[config.mk]
export PLATFORM = sky130hd
export DESIGN_NAME = mul_seq_64
export DESIGN_NICKNAME = d
export VERILOG_FILES = /design/src/rtl/mul_seq_64.sv
export SDC_FILE = /design/constraint.sdc
export NUM_CORES = 1
export LEC_CHECK = 0
export CAP_MARGIN = 30
export CORE_UTILIZATION = 52
export DETAILED_ROUTE_END_ITERATION = 6
export GPL_TIMING_DRIVEN = 0
export PLACE_DENSITY = 0.88
export SLEW_MARGIN = 20
export SYNTH_ARGS = -nofsm -noshare
export SYNTH_HDL_FRONTEND = slang
export SYNTH_SLANG_ARGS = --single-unit
export TNS_END_PERCENT = 100
[constraint.sdc]
create_clock -name clk_i -period 3.5 [get_ports clk_i]
set_input_delay 0.7 -clock clk_i [delete_from_list [all_inputs] [get_ports clk_i]]
set_output_delay 0.7 -clock clk_i [all_outputs]
set_load 0.02 [all_outputs]
[src/rtl/mul_seq_64.sv]
// Sequential shift-add multiplier, W x W -> 2W, early exit at the multiplier's top set bit.
// Optional macro MUL_SIGNED_EN: two's-complement operands (magnitude multiply plus sign fix-up).
module mul_seq_64 #(
  parameter int W = 64
) (
  input  logic           clk_i,
  input  logic           reset,
  input  logic           start_i,
  input  logic [W-1:0]   X_i,
  input  logic [W-1:0]   Y_i,
  output logic           busy_o,
  output logic           rdy_o,
  output logic [2*W-1:0] P_o
);

  localparam int CW = $clog2(W) + 1;

  typedef enum logic [1:0] {IDLE, RUN, DONE} state_t;

  state_t          state;
  logic [2*W-1:0]  mcand;
  logic [W-1:0]    mplier;
  logic [2*W-1:0]  acc;
  logic [CW-1:0]   cnt;
  logic [W-1:0]    x_mag;
  logic [W-1:0]    y_mag;

  // Index of the highest set bit; this sets the number of RUN cycles minus one.
  function automatic logic [CW-1:0] msb_idx(input logic [W-1:0] v);
    msb_idx = '0;
    for (int i = 0; i < W; i++)
      if (v[i]) msb_idx = CW'(i);
  endfunction

`ifdef MUL_SIGNED_EN
  logic neg;

  // Negating the most negative value wraps to 2^(W-1), which is the correct unsigned magnitude.
  assign x_mag = X_i[W-1] ? -X_i : X_i;
  assign y_mag = Y_i[W-1] ? -Y_i : Y_i;
  assign P_o   = neg ? -acc : acc;

  always_ff @(posedge clk_i) begin
    if (!reset)
      neg <= 1'b0;
    else if (state == IDLE && start_i)
      neg <= X_i[W-1] ^ Y_i[W-1];
  end
`else
  assign x_mag = X_i;
  assign y_mag = Y_i;
  assign P_o   = acc;
`endif

  assign busy_o = (state == RUN);
  assign rdy_o  = (state == DONE);

  // NOTE: all state uses non-blocking assignments so every register sees pre-edge values;
  // reset is synchronous, so it lives inside the clocked branch rather than the sensitivity list.
  always_ff @(posedge clk_i) begin
    if (!reset) begin
      state  <= IDLE;
      mcand  <= '0;
      mplier <= '0;
      acc    <= '0;
      cnt    <= '0;
    end else begin
      case (state)
        IDLE: begin
          if (start_i) begin
            mcand  <= {{W{1'b0}}, x_mag};
            mplier <= y_mag;
            acc    <= '0;
            cnt    <= msb_idx(y_mag);
            state  <= (X_i == '0 || Y_i == '0) ? DONE : RUN;
          end
        end
        RUN: begin
          if (!start_i) begin
            // Abort: discard the partial product without accumulating on this edge.
            state <= IDLE;
            acc   <= '0;
          end else begin
            if (mplier[0]) acc <= acc + mcand;
            mcand  <= mcand << 1;
            mplier <= mplier >> 1;
            if (cnt == '0) state <= DONE;
            else           cnt   <= cnt - CW'(1);
          end
        end
        DONE: begin
          if (!start_i) state <= IDLE;
        end
        default: state <= IDLE;
      endcase
    end
  end

endmodule

==> metrics.yaml <==
global_route:
  grt_pass1_vias: 21320
  grt.total_usage: 0.3507
  antenna_found_initial: 3
  grt_max_degree: 15
  grt_pass1_wl_mm: 115.4
  overflow: 0
sta:
  worstMarginPinSlew_ns: 0.9601
  fmax_mhz: 274.9
  rsz0062_at_grt: "yes"
  finalSetupViolations: 5
  fin_crit_sh: 1.039
  worst_slack_ns: -0.1375
  worst_clock_skew_ns: 0.01923
  drv_slew: 0
  hold_viol_final: 0
  relSlewSlack: 0.3599
  min_period_ns: 3.637
synthesis:
  yosysSeqAreaShare: 0.3117
  synth-warning-count: 0
  synth_top_area_share: 0.3117
  synth_top_flop_cell: "dfxtp_1"
  netlist_area_mm2: 0.02113
  syn_inst: 2614
  synth_common_cells: "329 x dfxtp_1, 256 x nand2_1, 212 x nor2_1"
  syn_nets: 2875
  async_flop_share: 0
  syn_area_per_cell_um2: 8.083
  synth.most_common_cell: "dfxtp_1"
  synth-seq-cells: 329
  synthTopCellsByArea: "dfxtp_1 31%, ha_1 7.6%, a22oi_1 4.8%, nor2b_1 4.6%, nand2_1 4.5%"
  synth_top_area_cell: "dfxtp_1"
  synth_enable_flop_cells: 0
  netlist-cell-type-count: 74
worst_hold_path:
  min_to: "P_o[103]"
  worstHoldStart: "P_o[103]"
  hold_class: "register to register"
  holdPathStages: 2
drt:
  vias: 22400
  wl_per_cell_um: 21.49
  wirelength_mm: 75.19
  route.detailed.drc: 0
  drtIter0Drc: 2000
  dr.pass1.iters: 7
  via_per_inst: 6.402
  ant_nets: 0
worst_setup_path:
  r2r_slack_ns: -0.14
  r2r-end: "P_o[122]"
  end_kind: "register"
  critical_path_class: "register to register"
  crit_arrival_ns: 4.09
  r2r-start: "mcand[0]"
  crit_required_ns: 3.96
  worstSetupStartpointType: "register"
  cp_max_fo: 4
  worst_r2r_path_depth: 14
place:
  place_area_mm2: 0.02438
  portBuffers: 259
  dp_hpwl_mm: 56.39
  place.gp.congestion: 0.9858
clock_network:
  clk_path_buf_depth: 3
  tritoncts: "yes"
  htreeDepth: 2
  cts-buffers-inserted: 38
  clk_latency_ns: 0.58
  cts_root_buf: "clkbuf_16"
  cts_hold_buf: 0
  cts.sinks: 329
  clkTransAtPathRegs_ns: 0.07
layout:
  drive_gt1_frac: 0.09088
  area_growth_pct: 26.64
  final_util: 0.6703
  fin_area_mm2: 0.02676
  final_nets: 3206
status:
  status: "finished, violations left"
  violations: "negative setup slack"
run:
  cap_violations: 0
floorplanning:
  core_mm2: 0.03991
  start_util: 0.5293
  io_pins: 261
  die-width_um: 203.6
  dieArea_mm2: 0.04144
  rows: 73
  fp.dieH_um: 203.6
power:
  ir_drop_uv: 329.8
  p_leak_uw: 0.01081
  powerDensity_mw_per_mm2: 358.5
-- routing by layer --
metal / routed length (um) / vias up / global-route usage
met5: 13 / - / 0
met4: 3287 / 2 / 0.1506
met3: 6127 / 225 / 0.05561
met2: 34310 / 1135 / 0.5733
met1: 31450 / 10700 / 0.4563
li1: - / 10330 / -
-- area by class of cell --
type,count,area [um^2]
inverter,51,191.4
antenna,3,7.507
clock buffer,48,1059
fill,3233,13160
clock inverter,18,264.0
tap,525,656.9
timing repair buffer,309,2968
sequential,329,6611
multi-input combinational,2061,14410
buffer,155,586.8
-- logic make-up (layout without fill, tap and decap cells) --
logic type,Yosys count,in the layout,share of synthesized area
flops,329,329,0.3117
simple gates,887,887,0.2044
buf+inv,224,581,0.03980
compound gates,870,870,0.2908
fa+ha+maj,130,130,0.07734
other cells,0,3,0
xor+xnor,110,110,0.04560
mux,64,64,0.03032
-- flip-flops by register name (all words and copies together) (netlist names) --
signal	flops
state	2
cnt	7
mcand	128
P_o	128
mplier	64
-- power by group --
group / internal (uW) / total (uW) / switching, uW
Sequential: 3890 / 4020 / 130
Combinational: 523 / 1290 / 771
Clock: 2590 / 4280 / 1690
Total: 7000 / 9590 / 2590
-- metrics by stage --
| stage | power (uW) | instances | setup TNS [ns] | setup slack, ns | hold slack (ns) |
|---|---|---|---|---|---|
| 5_1_grt | 9876 | 3497 | -1.675 | -0.2193 | 0.5033 |
| 2_1_floorplan | 4800 | 2614 | 0 | 0.03013 | 0.4575 |
| 3_3_place_gp | 5260 | 3398 | -27.79 | -1.052 | 0.4707 |
| 3_5_place_dp | 5309 | 3398 | -29.23 | -1.049 | 0.4765 |
| 4_1_cts | 9559 | 3490 | -0.3352 | -0.1249 | 0.4841 |
| 6_report | 9591 | 3499 | -0.3332 | -0.1375 | 0.4842 |
-- how the worst max path moves through the flow --
stage / start / endpoint / slack, ns / cells after the start
6_report: mcand[0] / P_o[122] / -0.14 / 14
3_5_place_dp: P_o[33] / P_o[125] / -1.05 / 13
3_3_place_gp: P_o[33] / P_o[125] / -1.05 / 13
4_1_cts: mcand[0] / P_o[122] / -0.12 / 14
5_1_grt: mcand[0] / P_o[122] / -0.22 / 14
2_1_floorplan: P_o[4] / P_o[107] / 0.03 / 12
-- critical path, cell delays in order, from the launching register on --
cell and delay (ns):
dfxtp_2 0.34, ha_4 0.17, fa_2 0.39, a21o_1 0.18, nand4_1 0.13, a41oi_2 0.15
o2111a_2 0.30, o211ai_1 0.24, nand3_2 0.22, o21ba_4 0.27, o211ai_1 0.24, buf_4 0.18
a211oi_4 0.06, or3_1 0.39, a32o_1 0.25
-- layout by cell type (no fill, tap or decap), types with 39 or more instances in the layout --
| master | instances |
|---|---|
| nand2_1 | 254 |
| mux2i_1 | 64 |
| a22oi_1 | 134 |
| clkbuf_1 | 143 |
| clkdlybuf4s50_1 | 259 |
| a21oi_1 | 159 |
| nor2b_1 | 156 |
| a21o_1 | 64 |
| nor3_1 | 39 |
| xnor2_1 | 64 |
| buf_4 | 50 |
| nor2_1 | 211 |
| xor2_1 | 46 |
| o21ai_0 | 119 |
| nand4_1 | 51 |
| o211a_1 | 79 |
| ha_1 | 109 |
| inv_1 | 51 |
| o221ai_1 | 53 |
| dfxtp_1 | 313 |
-- repair_timing --
item / 4_1_cts / 5_1_grt
setup endpoints to repair: 63 / 57
resized for setup: 98 / 82
pin swaps: 35 / 33
buffers inserted: 32 / 18
(Power assumes the default switching activity.)
